==> src/rtl/mem_stage_sram_ctrl.sv <==
// MEM stage: 32-bit loads/stores to a 16-bit async SRAM as two half-word accesses (LO then HI).
// Latency: a request seen in IDLE at cycle t completes (ready=1) at cycle t+3+2*WAIT_CYCLES.
// Backpressure: ready is held low while an access is in flight, freezing the pipeline upstream.
// Optional: define MEM_STALL_CNT_EN to add stall_cnt/stall_cnt_clr (count of ready=0 cycles).

module mem_stage_sram_ctrl #(
  parameter int unsigned WAIT_CYCLES = 1,        // extra cycles per half-word, 1..15
  parameter logic [31:0] BASE_ADDR   = 32'd1024  // byte address of SRAM half-word 0
) (
  input  logic        clk,
  input  logic        rst,          // asynchronous, active-low
  input  logic        MEM_R_EN,
  input  logic        MEM_W_EN,
  input  logic [31:0] ALU_Res,
  input  logic [31:0] ST_Val,
  output logic        ready,
  output logic [31:0] MEM_Result,
  output logic [17:0] SRAM_ADDR,
  output logic [15:0] SRAM_DQ_OUT,
  output logic        SRAM_DQ_OE,
  input  logic [15:0] SRAM_DQ_IN,
  output logic        SRAM_WE_N
`ifdef MEM_STALL_CNT_EN
  ,
  input  logic        stall_cnt_clr,
  output logic [31:0] stall_cnt
`endif
);

  typedef enum logic [1:0] {
    ST_IDLE = 2'd0,
    ST_LO   = 2'd1,
    ST_HI   = 2'd2,
    ST_DONE = 2'd3
  } state_t;

  // Counter value on the last cycle of a half-word phase.
  localparam logic [3:0] WAIT_LAST = 4'(WAIT_CYCLES);

  state_t      state;
  state_t      state_nxt;
  logic [3:0]  cnt;
  logic [3:0]  cnt_nxt;
  logic        is_read;
  logic        is_read_nxt;
  logic        req;
  logic        phase_end;
  logic [16:0] word;
  logic        sample_lo;
  logic        sample_hi;

  // A simultaneous read+write request is treated as a read.
  assign req       = MEM_R_EN | MEM_W_EN;
  assign phase_end = (cnt == WAIT_LAST);

  // Word index relative to the SRAM window; wraps for addresses below BASE_ADDR,
  // and the byte offset within the word is dropped.
  assign word = 17'((ALU_Res - BASE_ADDR) >> 2);

  // State, phase counter and latched access type.
  always_ff @(posedge clk or negedge rst) begin
    if (!rst) begin
      state   <= ST_IDLE;
      cnt     <= 4'd0;
      is_read <= 1'b0;
    end else begin
      state   <= state_nxt;
      cnt     <= cnt_nxt;
      is_read <= is_read_nxt;
    end
  end

  // Next-state, counter and SRAM/pipeline outputs; address and store data track inputs live.
  always_comb begin
    state_nxt   = state;
    cnt_nxt     = cnt;
    is_read_nxt = is_read;
    ready       = 1'b0;
    SRAM_ADDR   = 18'd0;
    SRAM_DQ_OUT = 16'd0;
    SRAM_DQ_OE  = 1'b0;
    SRAM_WE_N   = 1'b1;
    sample_lo   = 1'b0;
    sample_hi   = 1'b0;

    case (state)
      ST_IDLE: begin
        ready = ~req;
        if (req) begin
          state_nxt   = ST_LO;
          cnt_nxt     = 4'd0;
          is_read_nxt = MEM_R_EN;
        end
      end

      ST_LO: begin
        SRAM_ADDR = {word, 1'b0};
        if (!is_read) begin
          SRAM_DQ_OE  = 1'b1;
          SRAM_DQ_OUT = ST_Val[15:0];
          // WE_N rises on the last cycle so address/data are stable at the write edge.
          SRAM_WE_N   = phase_end;
        end
        if (phase_end) begin
          state_nxt = ST_HI;
          cnt_nxt   = 4'd0;
          sample_lo = is_read;
        end else begin
          cnt_nxt = cnt + 4'd1;
        end
      end

      ST_HI: begin
        SRAM_ADDR = {word, 1'b1};
        if (!is_read) begin
          SRAM_DQ_OE  = 1'b1;
          SRAM_DQ_OUT = ST_Val[31:16];
          SRAM_WE_N   = phase_end;
        end
        if (phase_end) begin
          state_nxt = ST_DONE;
          cnt_nxt   = 4'd0;
          sample_hi = is_read;
        end else begin
          cnt_nxt = cnt + 4'd1;
        end
      end

      ST_DONE: begin
        ready     = 1'b1;
        state_nxt = ST_IDLE;
      end

      default: begin
        state_nxt = ST_IDLE;
        cnt_nxt   = 4'd0;
      end
    endcase
  end

  // Load result: each half captured on the last cycle of its phase; stores leave it untouched.
  always_ff @(posedge clk or negedge rst) begin
    if (!rst) begin
      MEM_Result <= 32'd0;
    end else begin
      if (sample_lo) MEM_Result[15:0]  <= SRAM_DQ_IN;
      if (sample_hi) MEM_Result[31:16] <= SRAM_DQ_IN;
    end
  end

`ifdef MEM_STALL_CNT_EN
  // Freeze-cycle counter; a clear in the same cycle beats the increment.
  always_ff @(posedge clk or negedge rst) begin
    if (!rst) begin
      stall_cnt <= 32'd0;
    end else if (stall_cnt_clr) begin
      stall_cnt <= 32'd0;
    end else if (!ready) begin
      stall_cnt <= stall_cnt + 32'd1;
    end
  end
`endif

endmodule

==> config.mk <==
export PLATFORM = sky130hd
export DESIGN_NAME = mem_stage_sram_ctrl
export DESIGN_NICKNAME = d
export VERILOG_FILES = /design/src/rtl/mem_stage_sram_ctrl.sv
export SDC_FILE = /design/constraint.sdc
export NUM_CORES = 1
export LEC_CHECK = 0
export ABC_CLOCK_PERIOD_IN_PS = 1900
export CORE_UTILIZATION = 31
export CTS_BUF_LIST = sky130_fd_sc_hd__clkbuf_4 sky130_fd_sc_hd__clkbuf_8 sky130_fd_sc_hd__clkbuf_16
export DETAILED_ROUTE_END_ITERATION = 10
export GPL_ROUTABILITY_DRIVEN = 0
export PLACE_DENSITY = 0.77
export SETUP_SLACK_MARGIN = 0.1
export SLEW_MARGIN = 10
export SYNTH_ARGS = -nofsm -noshare
export SYNTH_HDL_FRONTEND = slang
export SYNTH_SLANG_ARGS = --single-unit
==> constraint.sdc <==
create_clock -name clk -period 1.9 [get_ports clk]
set_input_delay 0.19 -clock clk [delete_from_list [all_inputs] [get_ports clk]]
set_output_delay 0.19 -clock clk [all_outputs]
set_load 0.02 [all_outputs]
## After elaboration in Yosys (flattened, before gate mapping)

Index checks and enable logic that the tools add are counted.

| cells by class | value |
|---|---|
| add/subtract/negate cells | 2 |
| eq/ne operators | 7 |
| mux-type cells | 19 |
| bitwise gates (word level) | 2 |
| reductions and logical operators | 6 |

Operators by type and width:

| operator | number |
|---|---|
| $pmux W18 S2 | 1 |
| $mux W16 | 2 |
| $pmux W16 S2 | 1 |
| $sub A19 B11 Y19 const B | 1 |
| $mux W4 | 2 |
| $pmux W2 S4 | 1 |
| $pmux W4 S2 | 1 |
| $mux W1 | 7 |
| $mux W2 | 3 |
| $ne A2 B2 Y1 const B | 3 |
| $add A4 B1 Y4 const B | 1 |
| $eq A2 B2 Y1 const B | 2 |
| $eq A4 B1 Y1 const B | 1 |
| $reduce_and A2 Y1 | 2 |
| $reduce_and A3 Y1 | 1 |
| $eq A2 B1 Y1 const B | 1 |
| $logic_not A2 Y1 | 1 |
| $pmux W1 S2 | 1 |
| $reduce_bool A2 Y1 | 1 |
| $reduce_or A2 Y1 | 1 |
| $not A1 Y1 | 1 |
| $or A1 B1 Y1 | 1 |

| storage, ports and cells | value |
|---|---|
| flip-flop bits (word level) | 39 |
| input bits | 84 |
| output and inout bits | 69 |

## Longest topological paths before layout

| depth | value |
|---|---|
| depth after elaboration | 4 |
| gate-level depth with buffers | 7 |
| gate-level depth less buffers | 5 |

## Least setup slack after synthesis

OpenSTA, ideal clock, no wires.

| timing path | value |
|---|---|
| kind | reg2out |
| from | register state[0] |
| to | output port SRAM_DQ_OUT[0] |
| arrival | 1.821 ns |
| path slack | -0.111 ns |
| stages on the path, launching flop included | 7 |
| path through | dfrtp_1 -> inv_1 -> ha_1 -> clkbuf_1 -> clkbuf_1 -> a22oi_1 -> nor2_1 |

| between the ends | value |
|---|---|
| word-level cells in the longest chain between the ends | 2 |
| elaborated cells between the ends (all ways) | 3 |

Ends and longest elaborated chain:

| element | RTL line | RTL |
|---|---|---|
| from (decl) | 40 | `state_t state;` |
| from (signal assigned) | 67 | `state <= state_nxt;` |
| $eq A2 B2 Y1 / $eq A2 B1 Y1 (equally long branches) | 86 | `case (state)` |
| $pmux W16 S2 * | 86 |  |
| to (decl) | 19 | `output logic [15:0] SRAM_DQ_OUT,` |

Mark *: on every way between the ends. The rest lies on a longest branch, timed or not.

## Final worst setup path

| timing path | value |
|---|---|
| from | register state[1] |
| to | output port SRAM_ADDR[17] |

| between the ends | value |
|---|---|
| word-level cells in the longest chain between the ends | 2 |
| elaborated cells between the ends (all ways) | 3 |

Ends and longest elaborated chain:

| element | RTL line | RTL |
|---|---|---|
| $eq A2 B2 Y1 / $eq A2 B1 Y1 (equally long branches) | 86 |  |
| $pmux W18 S2 * | 86 |  |
| to (decl) | 18 | `output logic [17:0] SRAM_ADDR,` |

Marked as above.

==> flow_summary_export.csv <==
group,metric,value,unit
synthesis,synth_ff_type,"dfrtp_1",
synthesis,syn-num-nets,287,
finish,layout.nets,462,
sta,fin_crit_sh,97.5,%
sta,final.min_clock_period,1850,ps
finish,ff_latch_area,976,sq um
routing,avgRoutedWirePerCell,15.0,microns
die,fp.dieH,84.5,microns
routing,firstDrtPassIters,7,
pwr,seqPwrFrac,19.6,%
critical_path,cp_max_fo,6,
hold_path,hold_class,"primary input to async pin",
sta,maxSlewHeadroom,67.7,%
global_routing,grt_pass1_vias,2249,
critical_path,crit_path_end,"SRAM_ADDR[17]",
pwr,p_sw,3120,uW
clock_tree,numCtsBuffers,5,
clock_tree,cts_max_level,2,
pwr,swShare,41.5,%
critical_path,start_kind,"flop",
die,initial_core_util,32.6,%
sta,max_freq,0.540,GHz
critical_path,crit_type,"flop to primary output",
finish,layout-drive-gt1-share,50.9,%
synthesis,synth-edff-count,0,
critical_path,reg2reg_to,"state[1]",
clock_tree,cts_tree,"yes",
finish,multiInputGateArea,1430,sq um
synthesis,synth_area,2110,sq um
synthesis,yosysWarnings,0,
clock_tree,root_buffer,"clkbuf_8",
synthesis,seq_area_frac_synth,46.3,%
routing,ant_nets,0,
finish,final_common_cell,"clkdlybuf4s50_1",
clock_tree,path_clk_slew,80,ps
synthesis,synthDistinctLibCells,31,
clock_tree,cts.path.max_buffers,2,
run_status,violations,"DRC",
place,port_buffers,137,
global_routing,grt_max_degree,40,
routing,drc,7,
critical_path,reg2reg_slack,190,ps
pwr,ir_worst_vdd,1150,uV
sta,whs,506,ps
run,cap_violations,0,
die,pin_count,153,
critical_path,ff2ff_path_depth,6,
die,rows,29,
critical_path,end_kind,"primary output",
sta,final.setup_skew,8.25,ps
finish,layout_common_cells,"92 x clkdlybuf4s50_1, 39 x dfrtp_1, 33 x mux2_2",
clock_tree,clock-sinks,39,
synthesis,synth_seq_cells,39,
sta,final_hold_viol_count,0,
routing,wl,6.73,mm
pwr,power.density,1720,nW/um^2
die,core,6460,sq um
synthesis,synth.avg_cell_area,10.8,sq um
global_routing,grt_first_pass_wirelength,10.6,mm
routing,drt_iter0_drc,90,
finish,areaGrowthSynthToFinish,107,%
pwr,clock_power_share,7.4,%
die,fp.dieArea,7130,sq um
global_routing,antenna_found_initial,0,
place,dp_hpwl,4.76,mm
pwr,p_comb_share,73.0,%
finish,final_cell_area,4360,sq um
critical_path,crit-reg2reg-launch,"state[0]",
place,place_area,3840,sq um
routing,viasPerCell,4.88,
finish,fillers,482,
sta,worstMarginPinSlew,485,ps
critical_path,critPathRequiredTime,1710,ps
synthesis,synthCells,195,
finish,antenna_cells,0,
pwr,intPower,4400,uW
global_routing,grt_usage,18.3,%
global_routing,grt_remaining_overflow,0,
routing,vias,2186,
sta,setup_viol,0,
pwr,leakage,0.00180,uW
run_status,status,"finished, violations left",
sta,slew_viol_final,0,
sta,rsz0062_at_grt,"true",
critical_path,arrival,1660,ps
critical_path,startpoint,"state[1]",
die,fp.dieW,84.5,microns
clock_tree,clk_latency,290,ps
synthesis,synthArstFlopShare,100,%
## power groups by stage
stage | logic (uW) | clock network (uW) | registers (uW)
after detailed placement | 4440 | 0 | 1480
after floorplan | 1820 | 0 | 1920
final | 5490 | 559 | 1470
after global placement | 4390 | 0 | 1450
after CTS | 4970 | 580 | 1470
after global routing | 5810 | 599 | 1520
## logic make-up (layout without fill, tap and decap cells)
| kind of cell | after synthesis | count (layout) | synth area share [%] |
|---|---|---|---|
| and+or+nand+nor | 60 | 60 | 16.1 |
| DFF | 39 | 39 | 46.3 |
| AOI/OAI and AO/OA | 39 | 39 | 12.0 |
| buffers and inverters | 15 | 191 | 2.79 |
| muxes | 33 | 33 | 17.6 |
| adders and majority gates | 8 | 8 | 4.75 |
| xor gates and xnor gates | 1 | 1 | 0.416 |
## cell usage after synthesis (2+ instances only)
cell type  number  area share, %
dfrtp_1        39             46
mux2_2         33             18
nor2_1         23            4.1
a22oi_1        16            5.7
o21ai_0         9            2.1
and2_1          8            2.4
ha_1            8            4.7
a21oi_1         7            1.7
clkbuf_1        7            1.2
inv_1           6            1.1
nand2_1         4           0.71
nand2b_1        4            1.2
or4_1           4            1.4
nand3_1         3           0.71
or3_2           3            1.1
buf_2           2           0.47
nand3_2         2           0.95
nor3b_2         2            1.2
o31ai_1         2           0.71
or3_1           2           0.59
## critical path: stages, from the launching register on
cell     delay (ps)
dfrtp_1         400
buf_6           130
ha_4            180
buf_6           120
o21ai_4         200
buf_6           160
a21oi_2          30
buf_4           160
## registers in the layout (all words and copies together), names as in the netlist
signal,flops
cnt,4
MEM_Result,32
is_read,1
state,2
## through the flow
step	cells	TNS (ps)	setup WS (ps)	utilization, %	total power, uW
2_1_floorplan	195	0	124	-	3740
4_1_cts	445	0	30.4	63.8	7020
6_report	448	0	47.2	67.5	7520
3_3_place_gp	430	-4760	-756	59.5	5840
5_1_grt	448	-50.8	-19.2	67.5	7930
3_5_place_dp	430	-5590	-769	59.5	5920
## timing repair
| item | in CTS | in global routing |
|---|---|---|
| setup buffers | 7 | 2 |
| pin swaps | 10 | 29 |
| endpoints found under the setup margin | 38 | 35 |
| cloned | 0 | 1 |
| resized for setup | 234 | 60 |
| hold buffers | 1 | 0 |
| hold endpoints to repair | 39 | 0 |
## how the worst min path moves through the flow
stage               slack [ps]             end  cells past startpoint            from
detailed placement         270  MEM_Result[15]                      2             rst
floorplan                 -110   MEM_Result[0]                      0             rst
CTS                        500  MEM_Result[15]                      3             rst
global placement           270   MEM_Result[8]                      2             rst
finish                     510  MEM_Result[19]                      3             rst
global route               520  MEM_Result[14]                      1  MEM_Result[14]
## layout make-up
| class | instances | area share (%) |
|---|---|---|
| flip-flops and latches | 39 | 22.4 |
| multi-input cells | 141 | 32.7 |
| inverters | 6 | 0.517 |
| repair buffers | 177 | 40.2 |
| clock inverters | 1 | 0.115 |
| clock buffers | 7 | 1.92 |
| well taps | 77 | 2.21 |
## per-layer routing
metal,share of wire [%],global-route usage (%)
met5,0,0
met4,1.4,4.93
met3,5.2,3.93
met2,55,35.0
met1,38,20.4
Power figures use the tool's default switching activity.
